File: src/rtl/teclado_matricial.sv
// teclado_matricial: 4x4 membrane keypad scanner with press/release debounce and key decode.
// Emits one keypad_pressed strobe per accepted press; key holds its code until the next press.
module teclado_matricial #(
  parameter int SCAN_DIV     = 50000,
  parameter int DEBOUNCE_CYC = 1000000
) (
  input  logic       clk,
  input  logic       rst_n,
  input  logic [3:0] row_n,
  output logic [3:0] col_n,
  output logic       keypad_pressed,
  output logic [4:0] key,
  output logic       held
);

  // state      | meaning
  // S_SCAN     | drive one column per dwell, sample rows on the last dwell cycle
  // S_DEBOUNCE | latched row must stay low DEBOUNCE_CYC cycles, else resume scan
  // S_PRESS    | single strobe cycle, key and held updated on entry
  // S_HOLD     | column frozen, waiting for the latched row to go high
  // S_RELEASE  | latched row must stay high DEBOUNCE_CYC cycles to finish the key

  localparam int CNT_MAX = (SCAN_DIV > DEBOUNCE_CYC) ? SCAN_DIV : DEBOUNCE_CYC;
  localparam int CW      = $clog2(CNT_MAX + 1);
  localparam logic [CW-1:0] SCAN_LAST = CW'(SCAN_DIV - 1);
  localparam logic [CW-1:0] DEB_LAST  = CW'(DEBOUNCE_CYC - 1);

  typedef enum logic [2:0] {
    S_SCAN,
    S_DEBOUNCE,
    S_PRESS,
    S_HOLD,
    S_RELEASE
  } state_t;

  state_t        state_q, state_d;
  logic [CW-1:0] cnt_q, cnt_d;
  logic [1:0]    col_q, col_d;
  logic [1:0]    row_q, row_d;
  logic [4:0]    key_q, key_d;
  logic          held_q, held_d;
  logic [3:0]    sync_q, rs_q;
  logic [1:0]    low_row;
  logic          row_low;

  function automatic logic [4:0] decode(input logic [1:0] r, input logic [1:0] c);
    case ({r, c})
      4'h0: return 5'd1;
      4'h1: return 5'd2;
      4'h2: return 5'd3;
      4'h3: return 5'd10;
      4'h4: return 5'd4;
      4'h5: return 5'd5;
      4'h6: return 5'd6;
      4'h7: return 5'd11;
      4'h8: return 5'd7;
      4'h9: return 5'd8;
      4'hA: return 5'd9;
      4'hB: return 5'd12;
      4'hC: return 5'd14;
      4'hD: return 5'd0;
      4'hE: return 5'd15;
      default: return 5'd13;
    endcase
  endfunction

  // Lowest-index low row wins when several rows read low together.
  always_comb begin
    if (!rs_q[0])      low_row = 2'd0;
    else if (!rs_q[1]) low_row = 2'd1;
    else if (!rs_q[2]) low_row = 2'd2;
    else               low_row = 2'd3;
  end

  assign row_low = ~rs_q[row_q];

  always_comb begin
    state_d = state_q;
    cnt_d   = cnt_q;
    col_d   = col_q;
    row_d   = row_q;
    key_d   = key_q;
    held_d  = held_q;
    case (state_q)
      S_SCAN: begin
        if (cnt_q == SCAN_LAST) begin
          cnt_d = '0;
          if (rs_q != 4'hF) begin
            row_d   = low_row;
            state_d = S_DEBOUNCE;
          end else begin
            col_d = col_q + 2'd1;
          end
        end else begin
          cnt_d = cnt_q + CW'(1);
        end
      end
      S_DEBOUNCE: begin
        if (!row_low) begin
          state_d = S_SCAN;
          col_d   = col_q + 2'd1;
          cnt_d   = '0;
        end else if (cnt_q == DEB_LAST) begin
          state_d = S_PRESS;
          key_d   = decode(row_q, col_q);
          held_d  = 1'b1;
          cnt_d   = '0;
        end else begin
          cnt_d = cnt_q + CW'(1);
        end
      end
      S_PRESS: state_d = S_HOLD;
      S_HOLD: begin
        if (!row_low) begin
          cnt_d   = '0;
          state_d = S_RELEASE;
        end
      end
      S_RELEASE: begin
        if (row_low) begin
          cnt_d   = '0;
          state_d = S_HOLD;
        end else if (cnt_q == DEB_LAST) begin
          held_d  = 1'b0;
          col_d   = col_q + 2'd1;
          cnt_d   = '0;
          state_d = S_SCAN;
        end else begin
          cnt_d = cnt_q + CW'(1);
        end
      end
      default: begin
        state_d = S_SCAN;
        cnt_d   = '0;
      end
    endcase
  end

  always_ff @(posedge clk or negedge rst_n) begin
    if (!rst_n) begin
      sync_q  <= 4'hF;
      rs_q    <= 4'hF;
      state_q <= S_SCAN;
      cnt_q   <= '0;
      col_q   <= 2'd0;
      row_q   <= 2'd0;
      key_q   <= 5'd31;
      held_q  <= 1'b0;
    end else begin
      sync_q  <= row_n;
      rs_q    <= sync_q;
      state_q <= state_d;
      cnt_q   <= cnt_d;
      col_q   <= col_d;
      row_q   <= row_d;
      key_q   <= key_d;
      held_q  <= held_d;
    end
  end

  assign col_n          = ~(4'b0001 << col_q);
  assign keypad_pressed = (state_q == S_PRESS);
  assign key            = key_q;
  assign held           = held_q;

endmodule

File: config.mk
export PLATFORM = sky130hd
export DESIGN_NAME = teclado_matricial
export DESIGN_NICKNAME = d
export VERILOG_FILES = /design/src/rtl/teclado_matricial.sv
export SDC_FILE = /design/constraint.sdc
export NUM_CORES = 1
export LEC_CHECK = 0
export ABC_AREA = 1
export CAP_MARGIN = 40
export CORE_MARGIN = 2
export CORE_UTILIZATION = 35
export CTS_CLUSTER_SIZE = 14
export DETAILED_ROUTE_END_ITERATION = 10
export HOLD_SLACK_MARGIN = 0.03
export SLEW_MARGIN = 40
export SYNTH_ARGS = -nofsm -noshare
export SYNTH_HDL_FRONTEND = slang
export SYNTH_SLANG_ARGS = --single-unit
File: constraint.sdc
create_clock -name clk -period 3.84 [get_ports clk]
set_clock_uncertainty 0.15 [all_clocks]
set_input_delay 0.384 -clock clk [delete_from_list [all_inputs] [get_ports clk]]
set_output_delay 0.384 -clock clk [all_outputs]
set_load 0.01 [all_outputs]
; ---- After elaboration in Yosys (flattened, before gate mapping)
; Memories as Yosys holds them, arrays and structs flattened. A register that Yosys moved wholly into a read port is not among the register bits.
; Index checks and enable logic that the tools add are counted.
[word_totals]
romBits = 64
register_bits = 41
memories = 1
out_inout_bits = 11
[memory_table]
columns = name, words, width, read_ports, rd_clocked_by_memory_dff, wr, line_no
row1 = (no name shown), 16, 4, 1, 1, 0, 47  ; case ({r, c})
[op_classes]
add_sub_neg = 2
eq_ne = 18
n_mux = 30
shift = 1
bitwise = 3
magnitude_cmp = 1
reduce_logical = 10
[op_table]
columns = op, count
row1 = $mux 20, 5
row2 = $pmux 20 s5, 1
row3 = $mux 3, 7
row4 = $add 20x1->20 const B, 1
row5 = $eq 20x16->1 const B, 1
row6 = $eq 20x20->1 const B, 1
row7 = $ne 2x2->1 const B, 9
row8 = $pmux 3 s5, 1
row9 = $mux 2, 7
row10 = $reduce_and 5->1, 2
row11 = $eq 3x2->1 const B, 2
row12 = $mux 1, 6
row13 = $ne 3x3->1 const B, 2
row14 = $pmux 2 s3, 1
row15 = $reduce_and 3->1, 2
row16 = $reduce_and 6->1, 1
row17 = $ne 4x4->1 const B, 1
row18 = $not 4->4, 1
row19 = $shl 1x2->4 const A, 1
row20 = $eq 3x1->1 const B, 1
row21 = $eq 3x3->1 const B, 1
row22 = $logic_not 3->1, 1
row23 = $lt 2x3->1 const B, 1
row24 = $reduce_bool 3->1, 1
row25 = other kinds (7), 8

; ---- Logic depth before layout (Yosys ltp)
[logic_depth]
ltp_word = 4
mapped_depth = 12
depth_no_buf = 12

; ---- Worst setup path before layout
; OpenSTA, ideal clock, no wires.
[synth_path]
path_type = register to register
from = register cnt_q[1]
to = register cnt_q[0]
setup_ns = 0.123
synth_period_minus_slack_ns = 1.690
path_stages_with_launch = 9
setup_slack_ns = 2.150
required_ns = 3.567
arrival_time_ns = 1.417
path_cell_list = dfrtp_1 -> ha_1 -> nand3_2 -> nor2_4 -> nand3_4 -> nand2_4 -> nand2_4 -> nor2_8 -> a21oi_2
[synth_via]
elab_chain_len = 4
word_cells_on_any_way = 7
classes_between = 2 x eq/ne / 5 x mux
[synth_lines]
columns = element, line_no
row1 = from (decl), 37  ; logic [CW-1:0] cnt_q, cnt_d;
row2 = from (signal assigned), 153  ; cnt_q <= cnt_d;
row3 = $eq 20x20->1, "103, 123"
row4 = $mux 20, "103, 123"
row5 = "$mux 20, on equally long branches", "120, 99"
row6 = $pmux 20 s5 (*), 84  ; case (state_q)
; Every way passes the cells marked *; elsewhere a longest branch is shown, timed or not.
; A chain may end at the register's enable or synchronous reset.

; ---- Worst setup path in the final report
[layout_path]
from = register state_q[2]
to = output keypad_pressed
[layout_via]
elab_chain_len = 1
[layout_lines]
columns = element, line_no
row1 = from (decl), 36  ; state_t state_q, state_d;
row2 = from (signal assigned), 152  ; state_q <= state_d;
row3 = $eq 3x2->1, 162  ; assign keypad_pressed = (state_q == S_PRESS);
row4 = to (decl), 11  ; output logic keypad_pressed,
; Every way passes these cells.

==> impl_metrics.json <==
{
  "outcome": "finished clean",
  "timing.critical_path.to_type": "output pin",
  "power_switching_mw": 0.181,
  "die_height_um": 90.8,
  "synth-seq-cells": 41,
  "clock_path_buffers": 2,
  "synth_cell_type_count": 38,
  "max_slew_violation_count": 0,
  "routed_wire_length_per_instance_um": 11.9,
  "worstPathRequired_ns": 3.31,
  "post_drt_via_cell_ratio": 4.70,
  "period_minus_slack_ns": 2.27,
  "max_cap_violations": 0,
  "routed_wl_um": 5490,
  "route.antenna.remaining_nets": 0,
  "synth_seq_area_share": 0.395,
  "gr-total-overflow": 0,
  "dieArea_um2": 8250,
  "hold_violations": 0,
  "achievable-frequency_mhz": 441,
  "setup_tns_ns": 0,
  "grtUsageMet2": 0.248,
  "h-tree-depth": 2,
  "setup_violations": 0,
  "tightestPinTransition_ns": 0.510,
  "max_stage_delay_ns": 0.53,
  "power.share.clock": 0.436,
  "fp.coreArea_um2": 7290,
  "worstPathArrival_ns": 1.74,
  "groute.usage.overall": 0.142,
  "dpl.hpwl_um": 4120,
  "grt_max_degree": 42,
  "numCtsBuffers": 5,
  "grt_pass1_wl_um": 9600,
  "fin_worst_hold_slack_ns": 0.194,
  "drt_pass1_iterations": 4,
  "syn-num-nets": 352,
  "hold_path_class": "flip-flop to flip-flop",
  "synth_area_leaders": "sky130_fd_sc_hd__dfrtp_1 (27%), sky130_fd_sc_hd__nand2_1 (13%), sky130_fd_sc_hd__dfstp_2 (13%)",
  "power_mw": 0.823,
  "post-synth-top-area-fraction": 0.266,
  "number_of_antenna_violations_at_the_first_check_in_global_routing": 0,
  "cp_max_fo": 4,
  "cts_tree": "built",
  "pwr-share-seq": 0.537,
  "fin_util": 0.414,
  "die_x_um": 90.8,
  "synth_top_area_cell": "sky130_fd_sc_hd__dfrtp_1",
  "setup_repair_after_global_routing_missed_its_margin": "false",
  "global_route.usage.met3": 0.0209,
  "drt_first_iter_violations": 97,
  "final_stage_net_count": 373,
  "postSynthCellCount": 339,
  "drcViolationCount": 0,
  "path_cells": "nor2_1, nand2_1, inv_1, clkdlybuf4s50_1",
  "power_frac_comb": 0.027,
  "final_layout_size_suffix_gt1_frac": 0.180,
  "ys.warnings.count": 0,
  "via_count": 2164,
  "intPower_mw": 0.642,
  "share_of_total_power_consumed_by_net_switching": 0.220,
  "worst_setup_hold_path_clk_slew_ns": 0.09,
  "setup.worst_path.class": "flip-flop to output pin",
  "postSynthAreaPerCell_um2": 7.78,
  "worst_slew_margin_rel": 0.660,
  "period_share": 0.591,
  "first_global_vias": 2095,
  "root_buffer": "sky130_fd_sc_hd__clkbuf_8",
  "synth_area_um2": 2640,
  "clk-insertion-delay-late_ns": 0.30,
  "power_density_nw_per_um2": 272,
  "fp-row-count": 31,
  "commonest_non_fill_non_tap_cell_in_the_layout": "sky130_fd_sc_hd__nand2_1",
  "gp_congestion": 0.793,
  "p_leak_nw": 1.38,
  "commonest_non_fill_non_tap_cells_in_the_layout": "sky130_fd_sc_hd__nand2_1 (94), sky130_fd_sc_hd__inv_1 (40), sky130_fd_sc_hd__nor2_1 (33)",
  "flow.area_growth_from_synthesis_pct": 14.5,
  "number_of_diodes": 0,
  "cts_sinks": 41,
  "cp-start-kind": "flip-flop",
  "top_usage_layer": "met2",
  "worst_path_max_delay_cell": "sky130_fd_sc_hd__clkdlybuf4s50_1",
  "met1_usage": 0.184,
  "initial_core_util": 0.362,
  "max-vdd-ir-drop_mv": 0.132,
  "port_buffers": 16,
  "boundaryPins": 17
}
==> metal layers <==
layer	vias to the layer above	wire, um
li1	1125	-
met1	999	2570
met2	33	2720
met3	7	132
met4	0	72
met5	-	0
==> per-stage QoR <==
| stage | worst slack (ns) | area, um^2 | instances |
|---|---|---|---|
| 5_1_grt | 1.42 | 3020 | 460 |
| 3_5_place_dp | 1.87 | 2900 | 451 |
| 3_3_place_gp | 1.90 | 2890 | 451 |
| 6_report | 1.57 | 3020 | 460 |
| 4_1_cts | 1.55 | 3020 | 460 |
| 2_1_floorplan | 2.15 | 2640 | 339 |
==> kinds of logic after synthesis <==
| logic type | Yosys count | synth area share |
|---|---|---|
| adder cells (fa/ha/maj) | 7 | 0.0332 |
| XOR/XNOR | 10 | 0.0332 |
| AO/OA/AOI/OAI | 25 | 0.0654 |
| AND/OR/NAND/NOR | 207 | 0.398 |
| buffers and inverters | 49 | 0.0754 |
| flip-flops | 41 | 0.395 |
==> flip-flops by register name (all words and copies together), names as in the netlist <==
register and count:
row_q 2, sync_q 4, held 1, key 5
rs_q 4, cnt_q 20, state_q 3, col_q 2
==> final cells by class <==
class                   instances  area, um^2
clock buffers                   5        68.8
clock inverters                 3        46.3
fillers                       765        4270
inverters                      46         175
multi-input cells             249        1400
flip-flops and latches         41        1040
well taps                      99         124
repair buffers                 17         168
==> power by group through the flow <==
stage          clock, mW  combinational (mW)  sequential, mW
6_report           0.358              0.0223           0.442
3_5_place_dp           0              0.0226           0.450
4_1_cts            0.372              0.0235           0.442
5_1_grt            0.388              0.0260           0.443
2_1_floorplan          0             0.00712           0.449
3_3_place_gp           0              0.0220           0.450
==> Yosys cell counts, drive strengths merged <==
| master | n |
|---|---|
| nand2 | 104 |
| nor2 | 46 |
| inv | 44 |
| nand3 | 29 |
| dfrtp | 28 |
| nand4 | 19 |
| o21ai | 15 |
| dfstp | 13 |
| ha | 7 |
| nor3 | 6 |
| xnor2 | 5 |
| xor2 | 5 |
| a21oi | 4 |
| buf | 3 |
| a21o | 2 |
| clkinv | 2 |
| o22ai | 2 |
| or2 | 2 |
| and2 | 1 |
| o22a | 1 |
| o31ai | 1 |
==> repair_timing <==
item	in CTS	in global routing
hold buffers	1	0
gates resized for setup	0	0
buffers inserted	0	0
hold endpoints to repair	28	0
setup endpoints to repair	0	0
==> path summary, 6_finish.rpt <==
| kind | startpoint | slack (ns) | depth (start not counted) | end |
|---|---|---|---|---|
| min | sync_q[3] | 0.19 | 0 | rs_q[3] |
| max | state_q[2] | 1.57 | 4 | keypad_pressed |
| min reg2reg | sync_q[3] | 0.19 | 0 | rs_q[3] |
| max reg2reg | row_q[0] | 1.88 | 9 | cnt_q[12] |
| max in group asynchronous | rst_n | 2.72 | 2 | sync_q[1] |
| min in group asynchronous | rst_n | 0.44 | 2 | row_q[0] |
==> worst max-delay path: cells and delay by family, from the launching register on <==
family / cells / cell delay (ns)
flip-flops: 1 / 0.42
buffers and inverters: 2 / 0.61
AND/OR/NAND/NOR: 2 / 0.42
No activity file was read; power rests on OpenSTA's default activity.
